===== src/rtl/lii_tx_arbiter.sv =====
// lii_tx_arbiter: round-robin merge of NSRC source streams onto one LII phy channel.
// Ports: aclk/arstn clock and async active-low reset; s_* per-source beats, tags and
// handshake (source i in slice i); lii_out_p0_* phy beat, tags and handshake.
module lii_tx_arbiter #(
    parameter int NSRC  = 4,
    parameter int PW    = 128,
    parameter int BURST = 4
) (
    input  logic              aclk,
    input  logic              arstn,
    input  logic [NSRC*PW-1:0] s_tdata,
    input  logic [NSRC-1:0]   s_tvalid,
    output logic [NSRC-1:0]   s_tready,
    input  logic [NSRC*8-1:0] s_src,
    input  logic [NSRC*8-1:0] s_dst,
    output logic [PW-1:0]     lii_out_p0_tdata,
    output logic              lii_out_p0_tvalid,
    input  logic              lii_out_p0_tready,
    output logic [7:0]        lii_out_p0_src,
    output logic [7:0]        lii_out_p0_dst
);
    localparam int GW = (NSRC > 1) ? $clog2(NSRC) : 1;
    localparam int BW = $clog2(BURST) + 1;
    localparam int EW = PW + 16;

    typedef enum logic {IDLE, GRANT} state_t;

    state_t          state_q, state_d;
    logic [GW-1:0]   gnt_q, gnt_d, last_gnt_q, last_gnt_d, pick;
    logic [BW-1:0]   beat_cnt_q, beat_cnt_d;
    logic [1:0]      occ_q, occ_d;
    logic [EW-1:0]   ent0_q, ent0_d, ent1_q, ent1_d, push_ent;
    logic            found, accept, pop;

    always_ff @(posedge aclk or negedge arstn) begin
        if (!arstn) begin
            state_q    <= IDLE;
            gnt_q      <= '0;
            last_gnt_q <= GW'(NSRC - 1);
            beat_cnt_q <= '0;
            occ_q      <= '0;
            ent0_q     <= '0;
            ent1_q     <= '0;
        end else begin
            state_q    <= state_d;
            gnt_q      <= gnt_d;
            last_gnt_q <= last_gnt_d;
            beat_cnt_q <= beat_cnt_d;
            occ_q      <= occ_d;
            ent0_q     <= ent0_d;
            ent1_q     <= ent1_d;
        end
    end

    // Rotating scan: first valid source after the last one served.
    always_comb begin
        found = 1'b0;
        pick  = '0;
        for (int k = 1; k <= NSRC; k++) begin
            if (!found && s_tvalid[(int'(last_gnt_q) + k) % NSRC]) begin
                found = 1'b1;
                pick  = GW'((int'(last_gnt_q) + k) % NSRC);
            end
        end
    end

    always_comb begin
        state_d    = state_q;
        gnt_d      = gnt_q;
        last_gnt_d = last_gnt_q;
        beat_cnt_d = beat_cnt_q;
        if (state_q == IDLE) begin
            if (found) begin
                state_d    = GRANT;
                gnt_d      = pick;
                beat_cnt_d = '0;
            end
        end else begin
            if (accept) beat_cnt_d = beat_cnt_q + 1'b1;
            if ((accept && beat_cnt_q == BW'(BURST - 1)) || !s_tvalid[gnt_q]) begin
                state_d    = IDLE;
                last_gnt_d = gnt_q;
            end
        end
    end

    // Ready depends only on registered state, so phy tready never reaches the sources.
    always_comb begin
        s_tready = (state_q == GRANT && occ_q != 2'd2) ? NSRC'(1) << gnt_q : '0;
        accept   = s_tvalid[gnt_q] & s_tready[gnt_q];
        push_ent = {s_src[gnt_q*8 +: 8], s_dst[gnt_q*8 +: 8], s_tdata[gnt_q*PW +: PW]};
        pop      = lii_out_p0_tvalid & lii_out_p0_tready;
    end

    // ent0 is the head; a pop shifts ent1 forward, a push lands in the first free slot.
    always_comb begin
        occ_d  = occ_q + {1'b0, accept} - {1'b0, pop};
        ent0_d = pop ? ent1_q : ent0_q;
        ent1_d = ent1_q;
        if (accept) begin
            if (occ_q - {1'b0, pop} == 2'd0) ent0_d = push_ent;
            else ent1_d = push_ent;
        end
    end

    assign lii_out_p0_tvalid = (occ_q != 2'd0);
    assign lii_out_p0_tdata  = ent0_q[PW-1:0];
    assign lii_out_p0_dst    = ent0_q[PW +: 8];
    assign lii_out_p0_src    = ent0_q[PW+8 +: 8];
endmodule


===== config.mk =====
export PLATFORM = sky130hd
export DESIGN_NAME = lii_tx_arbiter
export DESIGN_NICKNAME = d
export VERILOG_FILES = /design/src/rtl/lii_tx_arbiter.sv
export SDC_FILE = /design/constraint.sdc
export NUM_CORES = 1
export LEC_CHECK = 0
export CELL_PAD_IN_SITES_DETAIL_PLACEMENT = 0
export CELL_PAD_IN_SITES_GLOBAL_PLACEMENT = 1
export CORE_AREA = 5 5 284 286
export DETAILED_ROUTE_END_ITERATION = 8
export DIE_AREA = 0 0 289 291
export PLACE_DENSITY_LB_ADDON = 0.12
export SLEW_MARGIN = 20
export SYNTH_ARGS = -nofsm -noshare
export SYNTH_HDL_FRONTEND = slang
export SYNTH_SLANG_ARGS = --single-unit
export TNS_END_PERCENT = 30

===== constraint.sdc =====
create_clock -name aclk -period 2.1 [get_ports aclk]
set_input_delay 0.42 -clock aclk [delete_from_list [all_inputs] [get_ports aclk]]
set_output_delay 0.42 -clock aclk [all_outputs]
set_load 0.01 [all_outputs]

# Word level (Yosys, flattened, before mapping)
# Index checks and enable logic that the tools add are counted.
# op_classes
shifts	4
bitwise_logic	8
n_eq_ne	3
muxes	34
addsub	8
n_lt_le_gt_ge	5
n_reduce_logical	21
# ops
op	n
$shiftx 512x10->128	1
$mux 144	3
$shiftx 32x6->8	2
$mux 1	17
$lt 3x4->1 const B	4
$bmux 1 s2	6
$mux 3	3
$mux 2	4
$reduce_and 2->1	4
$reduce_or 2->1	4
$logic_and 1x1->1	5
$add 2x1->2 const B	2
$add 2x2->2 const B	2
$and 1x1->1 const A	4
$logic_not 1->1	4
$mux 4	1
$reduce_bool 2->1	2
$shl 1x2->4 const A	1
$sub 2x1->2	2
$add 3x1->3 const B	1
$eq 3x2->1 const B	1
$lt 2x3->1 const B	1
$add 2x1->2	1
$and 1x1->1	2
other kinds (5)	6
# word_totals
ff_bits	298
in_bits	583
wordCells	90
output_inout_bits	149

# Longest topological paths before layout
# Gate-level depths: netlist (run 1).
# depth
depth_word	18
mapped_depth	9
depth_no_buf	7

# Worst setup path before layout (run 1)
# OpenSTA, ideal clock, no wires.
# synth_path
kind	register -> register
startpoint	register occ_q[1]
endpoint	register occ_q[1]
path_stages_with_launch	10
path_buffers	2
setup_time_ns	0.123
t_arrival_ns	2.096
setup_slack_ns	-0.119
cell_sequence	dfrtp_1 or2_2 and2_1 buf_4 clkbuf_1 ha_1 inv_1 ha_1 xnor2_1 xnor2_1
# synth_via
word_cells_on_any_way	10
cone_classes	add/sub: 2; eq/ne: 1; mux: 3; bitwise: 2; reduce/logical: 2
# synth_rtl
item	line_no	rtl
from (decl)	31	logic [1:0] occ_q, occ_d;
from (signal assigned)	41	occ_q <= '0;
from (signal assigned)	49	occ_q <= occ_d;
$reduce_bool 2->1	106	assign lii_out_p0_tvalid = (occ_q != 2'd0);
net lii_out_p0_tvalid	17	output logic lii_out_p0_tvalid,
$and 1x1->1	92	pop = lii_out_p0_tvalid & lii_out_p0_tready;
$sub 2x1->2	97	occ_d = occ_q + {1'b0, accept} - {1'b0, pop};
net occ_d[1]	31	
# The timed path passes the listed nets, and every way through them passes these cells. The select of a mux whose other input is x is not followed.
# A chain may end at the register's enable or synchronous reset.

# Worst setup path after layout (run 1)
# layout_path
startpoint	register gnt_q[0]
endpoint	register ent1_q[71]
# layout_via
elab_chain_len	6
word_cells_on_any_way	9
cone_classes	shift: 2; mux: 5; bitwise: 1; reduce/logical: 1
# layout_rtl
item	line_no	rtl
from (decl)	29	logic [GW-1:0] gnt_q, gnt_d, last_gnt_q, last_gnt_d, pick;
from (signal assigned)	46	gnt_q <= gnt_d;
branches (longest 6 deep; another with $shiftx 512x10->128)	--	
to (signal assigned)	51	ent1_q <= ent1_d;
to (decl)	32	logic [EW-1:0] ent0_q, ent0_d, ent1_q, ent1_d, push_ent;
# Several ways; the timed one is not identified. The select of a mux whose other input is x is not followed.

==> summary.md, run 1 <==
| Metric | Value |
|---|---|
| Status | `complete, but fails checks` |
| Failing checks | `setup timing` |
| H-tree depth | `2` |
| CTS max path bufs | `3` |
| Clock tree root driver cell | `clkbuf_16` |
| CTS tree | `yes` |
| CP max FO | `8` |
| Crit path cell chain | `mux4_2, nand3_4, a21o_4, buf_12, clkbuf_16, mux2_4` |
| Clock power frac | `16.6%` |
| Seq/Total Area, Yosys | `46.0%` |
| Via density | `4.27` |
| EDFF count, synth | `0` |
| Overall power | `39.1 mW` |
| Critical Path Start Type | `flip-flop` |
| Nets | `2565` |
| Drt total wl | `64100 um` |
| Commonest cells after routing, fill and taps aside | `clkdlybuf4s50_1, dfrtp_1, a21oi_1` |
| Peak supply drop | `0.000514 V` |
| Distinct cells, synth | `37` |
| Tcrit/Tclk final | `101%` |
| Mux cell area share after synthesis | `40.7%` |
| Synth Area in Compound Gates | `5.13%` |
| Worst path bufs/invs | `2` |
| Worst Skew | `0.0158 ns` |
| Max frequency | `471 MHz` |
| Hold Path Class | `in2async` |
| Post-DRT Antenna Nets | `0` |
| Pwr dens | `1430 nW/um2` |
| DR iter-0 viols | `450` |
| Commonest non-fill, non-tap cell in the layout | `clkdlybuf4s50_1` |
| Slowest cell on crit path | `mux4_2` |
| Hold Slack | `0.417 ns` |
| Worst path required time | `2.51 ns` |
| Critical Path End | `ent1_q[71]$_DFFE_PN0P_` |
| IO Count | `732` |
| CTS Buf Count | `38` |
| Internal power | `25.5 mW` |
| Total gr overflow | `0` |
| Fin util | `35.0%` |
| Die height | `291 um` |
| Critical Path End Type | `flip-flop` |
| Clk slew on worst S/H paths | `0.06 ns` |
| Vias in the first global route | `14.4k` |
| Setup-failing EPs final | `36` |
| Synthesis-to-finish area growth | `68.4%` |
| Setup crit start | `gnt_q[0]$_DFFE_PN0P_` |
| Synth Area in Simple Gates | `4.20%` |
| Syn Inst Count | `1172` |
| Ys async rst share | `100%` |
| Slew headroom | `51.7%` |
| DRC violation count after routing | `0` |
| Delay of the slowest critical-path stage | `0.59 ns` |
| RSZ-0062 raised after global routing | `true` |
| Final Max Tran Viols | `0` |
| Pin count of the biggest net entering global routing | `72` |
| Global Route Usage Sum | `14.4%` |
| Yosys warns | `0` |
| Die area | `84100 um2` |
| Dpl hpwl | `49700 um` |
| Post-Synth XOR/XNOR Area | `0.108%` |
| R2R cell count | `6` |
| Core area | `78100 um2` |
| Number of cells on the critical path | `6` |
| DR WL/cell | `21.0 um` |
| Final RePlAce weighted congestion | `0.735` |
| Synth Flop Type | `dfrtp_1` |
| Reg2reg start | `gnt_q[0]$_DFFE_PN0P_` |
| Post-synthesis net count | `1759` |
| Adder-Cell Fraction of Synth Area | `0.309%` |
| Site Rows | `103` |
| R2R Setup Slk | `-0.02 ns` |
| Pleak | `11.1 nW` |
| Slew at the pin with the worst max-slew slack | `0.724 ns` |
| First-pass GRT wire length | `92500 um` |
| Layout cells sized above 1 | `24.6%` |
| Setup CP Type | `reg2reg` |
| Final hold violations | `0` |
| Final worst slack | `-0.0225 ns` |
| Min Clock Period, post-route | `2.12 ns` |
| Main combinational cell family by area after synthesis | `multiplexers` |
| Clk_lat worst skew | `0.54 ns` |
| Maximum capacitance violations | `0` |
| Die width | `289 um` |
| Synthesized flop and latch total | `298` |
| Area of the mapped netlist | `16200 um2` |
| Sw Share | `34.9%` |
| Flop pwr share | `27.1%` |
| Router iterations before antenna repair | `4` |
| Initial Util | `20.8%` |
| Reg2reg end | `ent1_q[71]$_DFFE_PN0P_` |
| Mean Syn Cell Area | `13.8 um2` |
| Sw Pwr | `13.7 mW` |
| Gate power share | `56.3%` |
| Clock sink total | `298` |
| Worst Path Arrival | `2.54 ns` |
| Initial antenna violation count | `1` |
| CP top delay family | `multiplexers` |
| IO buf count | `731` |
| Via count | `13.0k` |
synth_stat cells (5+ instances only):
master | count | area (um2)
nor2_1 | 145 | 544
buf_12 | 6 | 120
dfrtp_1 | 296 | 7410
a21oi_1 | 149 | 746
o21ai_0 | 7 | 35.0
mux4_2 | 145 | 3270
mux2i_1 | 147 | 1470
inv_1 | 5 | 18.8
buf_2 | 29 | 145
buf_4 | 11 | 82.6
mux2_4 | 60 | 901
nand2_1 | 6 | 22.5
mux2_2 | 85 | 957
clkbuf_1 | 47 | 176
metrics by stage:
stage / std cells / TNS (ns) / instance area, um2 / setup WS (ns)
after floorplan: 1172 / 0 / 16200 / 0.0176
after global placement: 2971 / -88.79 / 25700 / -0.409
after detailed placement: 2971 / -98.62 / 25700 / -0.440
after CTS: 3048 / -2.01 / 27100 / -0.0569
after global routing: 3055 / -5.40 / 27300 / -0.0752
final: 3056 / -0.435 / 27300 / -0.0225
worst reg2reg max path: stages (launching register included):
cell	delay (ns)
dfrtp_4	0.46
mux4_2	0.60
nand3_4	0.10
a21o_4	0.17
buf_12	0.18
clkbuf_16	0.20
mux2_4	0.30
per-layer routing:
| layer | up-vias | routed length, um | share of wire, % | global-route usage, % |
|---|---|---|---|---|
| li1 | 6066 | - | - | - |
| met1 | 6492 | 25200 | 39 | 17.1 |
| met2 | 411 | 32400 | 50 | 25.3 |
| met3 | 74 | 5040 | 7.9 | 4.52 |
| met4 | 0 | 1500 | 2.3 | 3.75 |
| met5 | - | 0 | 0 | 0 |
area by class of cell:
class	count	area (um2)
antenna	1	2.50
clock buffer	60	1130
clock inverter	7	88.8
fill	7750	50800
inverter	5	18.8
multi-input combinational	772	8310
sequential	298	7470
tap	1050	1310
timing repair buffer	863	8960
kinds of logic after synthesis:
group                    after synthesis
flip-flops                           298
AO/OA/AOI/OAI                        162
buffers and inverters                102
XOR/XNOR                               2
multiplexers                         437
adder cells (fa/ha/maj)                4
AND/OR/NAND/NOR                      167
power by group through the flow:
stage | logic (mW) | registers [mW] | clock network (mW)
2_1_floorplan | 11.7 | 10.9 | 0
3_3_place_gp | 21.4 | 10.6 | 0
3_5_place_dp | 21.6 | 10.7 | 0
4_1_cts | 22.2 | 10.6 | 6.80
5_1_grt | 23.8 | 11.0 | 7.00
6_report | 22.0 | 10.6 | 6.50
worst min path at each step:
stage | startpoint | end
finish | arstn | ent0_q[48]$_DFF_PN0_
floorplan | arstn | beat_cnt_q[0]$_DFFE_PN0P_
CTS | arstn | ent0_q[48]$_DFF_PN0_
detailed placement | arstn | ent0_q[48]$_DFF_PN0_
global placement | arstn | ent0_q[48]$_DFF_PN0_
global route | arstn | ent0_q[48]$_DFF_PN0_
what timing repair did:
action                                  4_1_cts  5_1_grt
buffers inserted                              7        3
hold buffers                                  1        0
pin swaps                                     1        0
resized for setup                            53       21
endpoints found under the setup margin      110      201
hold endpoints to repair                     53        0
gates cloned                                  2        4
registers in the layout, summed over array words and instances (netlist names):
signal      cells
ent0_q        144
gnt_q           2
last_gnt_q      2
state_q         1
ent1_q        144
occ_q           2
beat_cnt_q      3
(Power assumes the default switching activity.)
==> inputs of run 2 (changes only) <==
--- a/config.mk
+++ b/config.mk
@@ -11,6 +11,7 @@
 export DETAILED_ROUTE_END_ITERATION = 8
 export DIE_AREA = 0 0 289 291
 export PLACE_DENSITY_LB_ADDON = 0.12
+export RECOVER_POWER = 100
 export SLEW_MARGIN = 20
 export SYNTH_ARGS = -nofsm -noshare
 export SYNTH_HDL_FRONTEND = slang
==> summary.md, run 2 (synthesis results as in run 1) <==
| Metric | Value |
|---|---|
| Status | `complete, but fails checks` |
| Failing checks | `setup timing` |
| Worst Path Arrival | `2.54 ns (about the same)` |
| Via count | `13.0k (unchanged)` |
| Hold Path Class | `reg2reg` |
| Post-DRT Antenna Nets | `0 (unchanged)` |
| DR WL/cell | `21.0 um (-0.11%)` |
| Commonest non-fill, non-tap cell in the layout | `clkdlybuf4s50_1` |
| Clk slew on worst S/H paths | `0.05 ns (about the same)` |
| Area of the multi-input gates | `8310 um2 (unchanged)` |
| Setup CP Type | `reg2reg` |
| Dpl hpwl | `49700 um (unchanged)` |
| Commonest cells after routing, fill and taps aside | `clkdlybuf4s50_1, dfrtp_1, a21oi_1` |
| Peak supply drop | `0.000513 V (-0.14%)` |
| DRC violation count after routing | `0 (unchanged)` |
| Slew headroom | `19.4% (-32 points)` |
| Worst slack at placement | `-0.440 ns (unchanged)` |
| Clk_lat worst skew | `0.54 ns (about the same)` |
| Slew at the pin with the worst max-slew slack | `1.21 ns (+0.485 ns)` |
| Final RePlAce weighted congestion | `0.735 (unchanged)` |
| Pin count of the biggest net entering global routing | `72 (unchanged)` |
| Worst Hold Depth | `1` |
| Number of cells on the critical path | `6 (unchanged)` |
| Worst path required time | `2.51 ns (about the same)` |
| Global Route Usage Sum | `14.4% (unchanged)` |
| Drt total wl | `64100 um (-0.11%)` |
| Clock sink total | `298 (unchanged)` |
| Slowest cell on crit path | `mux4_2` |
| Die area | `84100 um2 (unchanged)` |
| Pleak | `11.1 nW (-0.35%)` |
| Setup-failing EPs final | `44 (+22%)` |
| Tcrit/Tclk final | `101% (+0.23 points)` |
| IO Count | `732 (unchanged)` |
| Die height | `291 um (unchanged)` |
| Final worst slack | `-0.0273 ns (-0.00476 ns)` |
| Layout cells sized above 1 | `24.2% (-0.35 points)` |
| Top flop regs | `ent0_q x144, ent1_q x144, beat_cnt_q x3` |
| Critical Path Start Type | `flip-flop` |
| CTS max path bufs | `3 (unchanged)` |
| Nets | `2565 (unchanged)` |
| First-pass GRT wire length | `92500 um (unchanged)` |
| RSZ-0062 raised after global routing | `true` |
| Vias in the first global route | `14.4k (unchanged)` |
| Clock tree root driver cell | `clkbuf_16` |
| Maximum capacitance violations | `0 (unchanged)` |
| Total gr overflow | `0 (unchanged)` |
| Core area | `78100 um2 (unchanged)` |
| Die width | `289 um (unchanged)` |
| R2R cell count | `6 (unchanged)` |
| CP max FO | `8 (unchanged)` |
| CTS tree | `yes` |
| Initial Util | `20.8% (unchanged)` |
| Critical Path End Type | `flip-flop` |
| Via density | `4.27 (unchanged)` |
| FF/Latch Area | `7470 um2 (unchanged)` |
| Fillers | `7766 (+0.21%)` |
| Crit path cell chain | `mux4_2, nand3_4, a21o_4, buf_12, clkbuf_16, mux2_4` |
| CTS Buf Count | `38 (unchanged)` |
| Pwr dens | `1440 nW/um2 (+0.19%)` |
| DR iter-0 viols | `536 (+19%)` |
| H-tree depth | `2 (unchanged)` |
| Fin util | `34.9% (-0.090 points)` |
| Site Rows | `103 (unchanged)` |
| Max frequency | `470 MHz (-0.22%)` |
| Worst path bufs/invs | `2 (unchanged)` |
| Hold Slack | `0.505 ns (+0.0885 ns)` |
| IO buf count | `731 (unchanged)` |
| CP top delay family | `multiplexers` |
| Final hold violations | `0 (unchanged)` |
| Initial antenna violation count | `1 (unchanged)` |
| Worst Skew | `0.0164 ns (+0.000593 ns)` |
| Final Max Tran Viols | `0 (unchanged)` |
| Overall power | `39.1 mW (about the same)` |
| Delay of the slowest critical-path stage | `0.60 ns (about the same)` |
| Min Clock Period, post-route | `2.13 ns (+0.00476 ns)` |
| Synthesis-to-finish area growth | `67.9%` |
| Router iterations before antenna repair | `4 (unchanged)` |
## run 2: area by class of cell
type	count	area share (%)
Multi-Input combinational cell	772	30.5
Clock inverter	7	0.326
Tap cell	1050	4.83
Inverter	5	0.0689
Sequential cell	298	27.4
Timing Repair Buffer	863	32.7
Antenna cell	1	0.00919
Clock buffer	60	4.17
## run 2: timing repair
action / CTS / global route
hold buffers: 1 / 0
setup buffers: 7 / 3
setup endpoints to repair: 110 / 201
endpoints found under the hold margin: 53 / 0
gates resized for setup: 53 / 21
cloned: 2 / 4
pin swaps: 1 / 0
## run 2: final timing paths
kind	startpoint	end	slack, ns
worst min-delay path	ent1_q[75]$_DFFE_PN0P_	ent1_q[75]$_DFFE_PN0P_	0.51
worst min register to register	ent1_q[75]$_DFFE_PN0P_	ent1_q[75]$_DFFE_PN0P_	0.51
worst max register to register	gnt_q[0]$_DFFE_PN0P_	ent1_q[71]$_DFFE_PN0P_	-0.03
min in group asynchronous	arstn	ent0_q[48]$_DFF_PN0_	0.65
worst max-delay path	gnt_q[0]$_DFFE_PN0P_	ent1_q[71]$_DFFE_PN0P_	-0.03
max in group asynchronous	arstn	ent1_q[21]$_DFFE_PN0P_	0.36
## run 2: metrics by stage
| stage | TNS [ns] | instance area, um2 | cells |
|---|---|---|---|
| after global routing | -5.40 | 27200 | 3055 |
| after floorplan | 0 | 16200 | 1172 |
| after CTS | -2.01 | 27100 | 3048 |
| after global placement | -88.79 | 25700 | 2971 |
| final | -0.593 | 27200 | 3056 |
| after detailed placement | -98.62 | 25700 | 2971 |
## run 2: worst register-to-register path, cell delays in order (launching register included)
cell and delay [ns]:
dfrtp_4 0.46, mux4_2 0.60, nand3_4 0.10, a21o_4 0.17, buf_12 0.18, clkbuf_16 0.20
mux2_4 0.30
## run 2: layer usage
metal	GRT usage (%)	part of all wire (%)	up-vias
li1	-	-	6072
met1	17.1	39	6488
met2	25.3	51	409
met3	4.52	7.7	74
met4	3.75	2.3	0
met5	0	0	-
## run 2: power breakdown
group	switching [mW]	leakage, nW	internal (mW)
combinational	9.41	6.99	12.6
sequential	1.68	3.49	8.90
clock	2.56	0.602	3.94
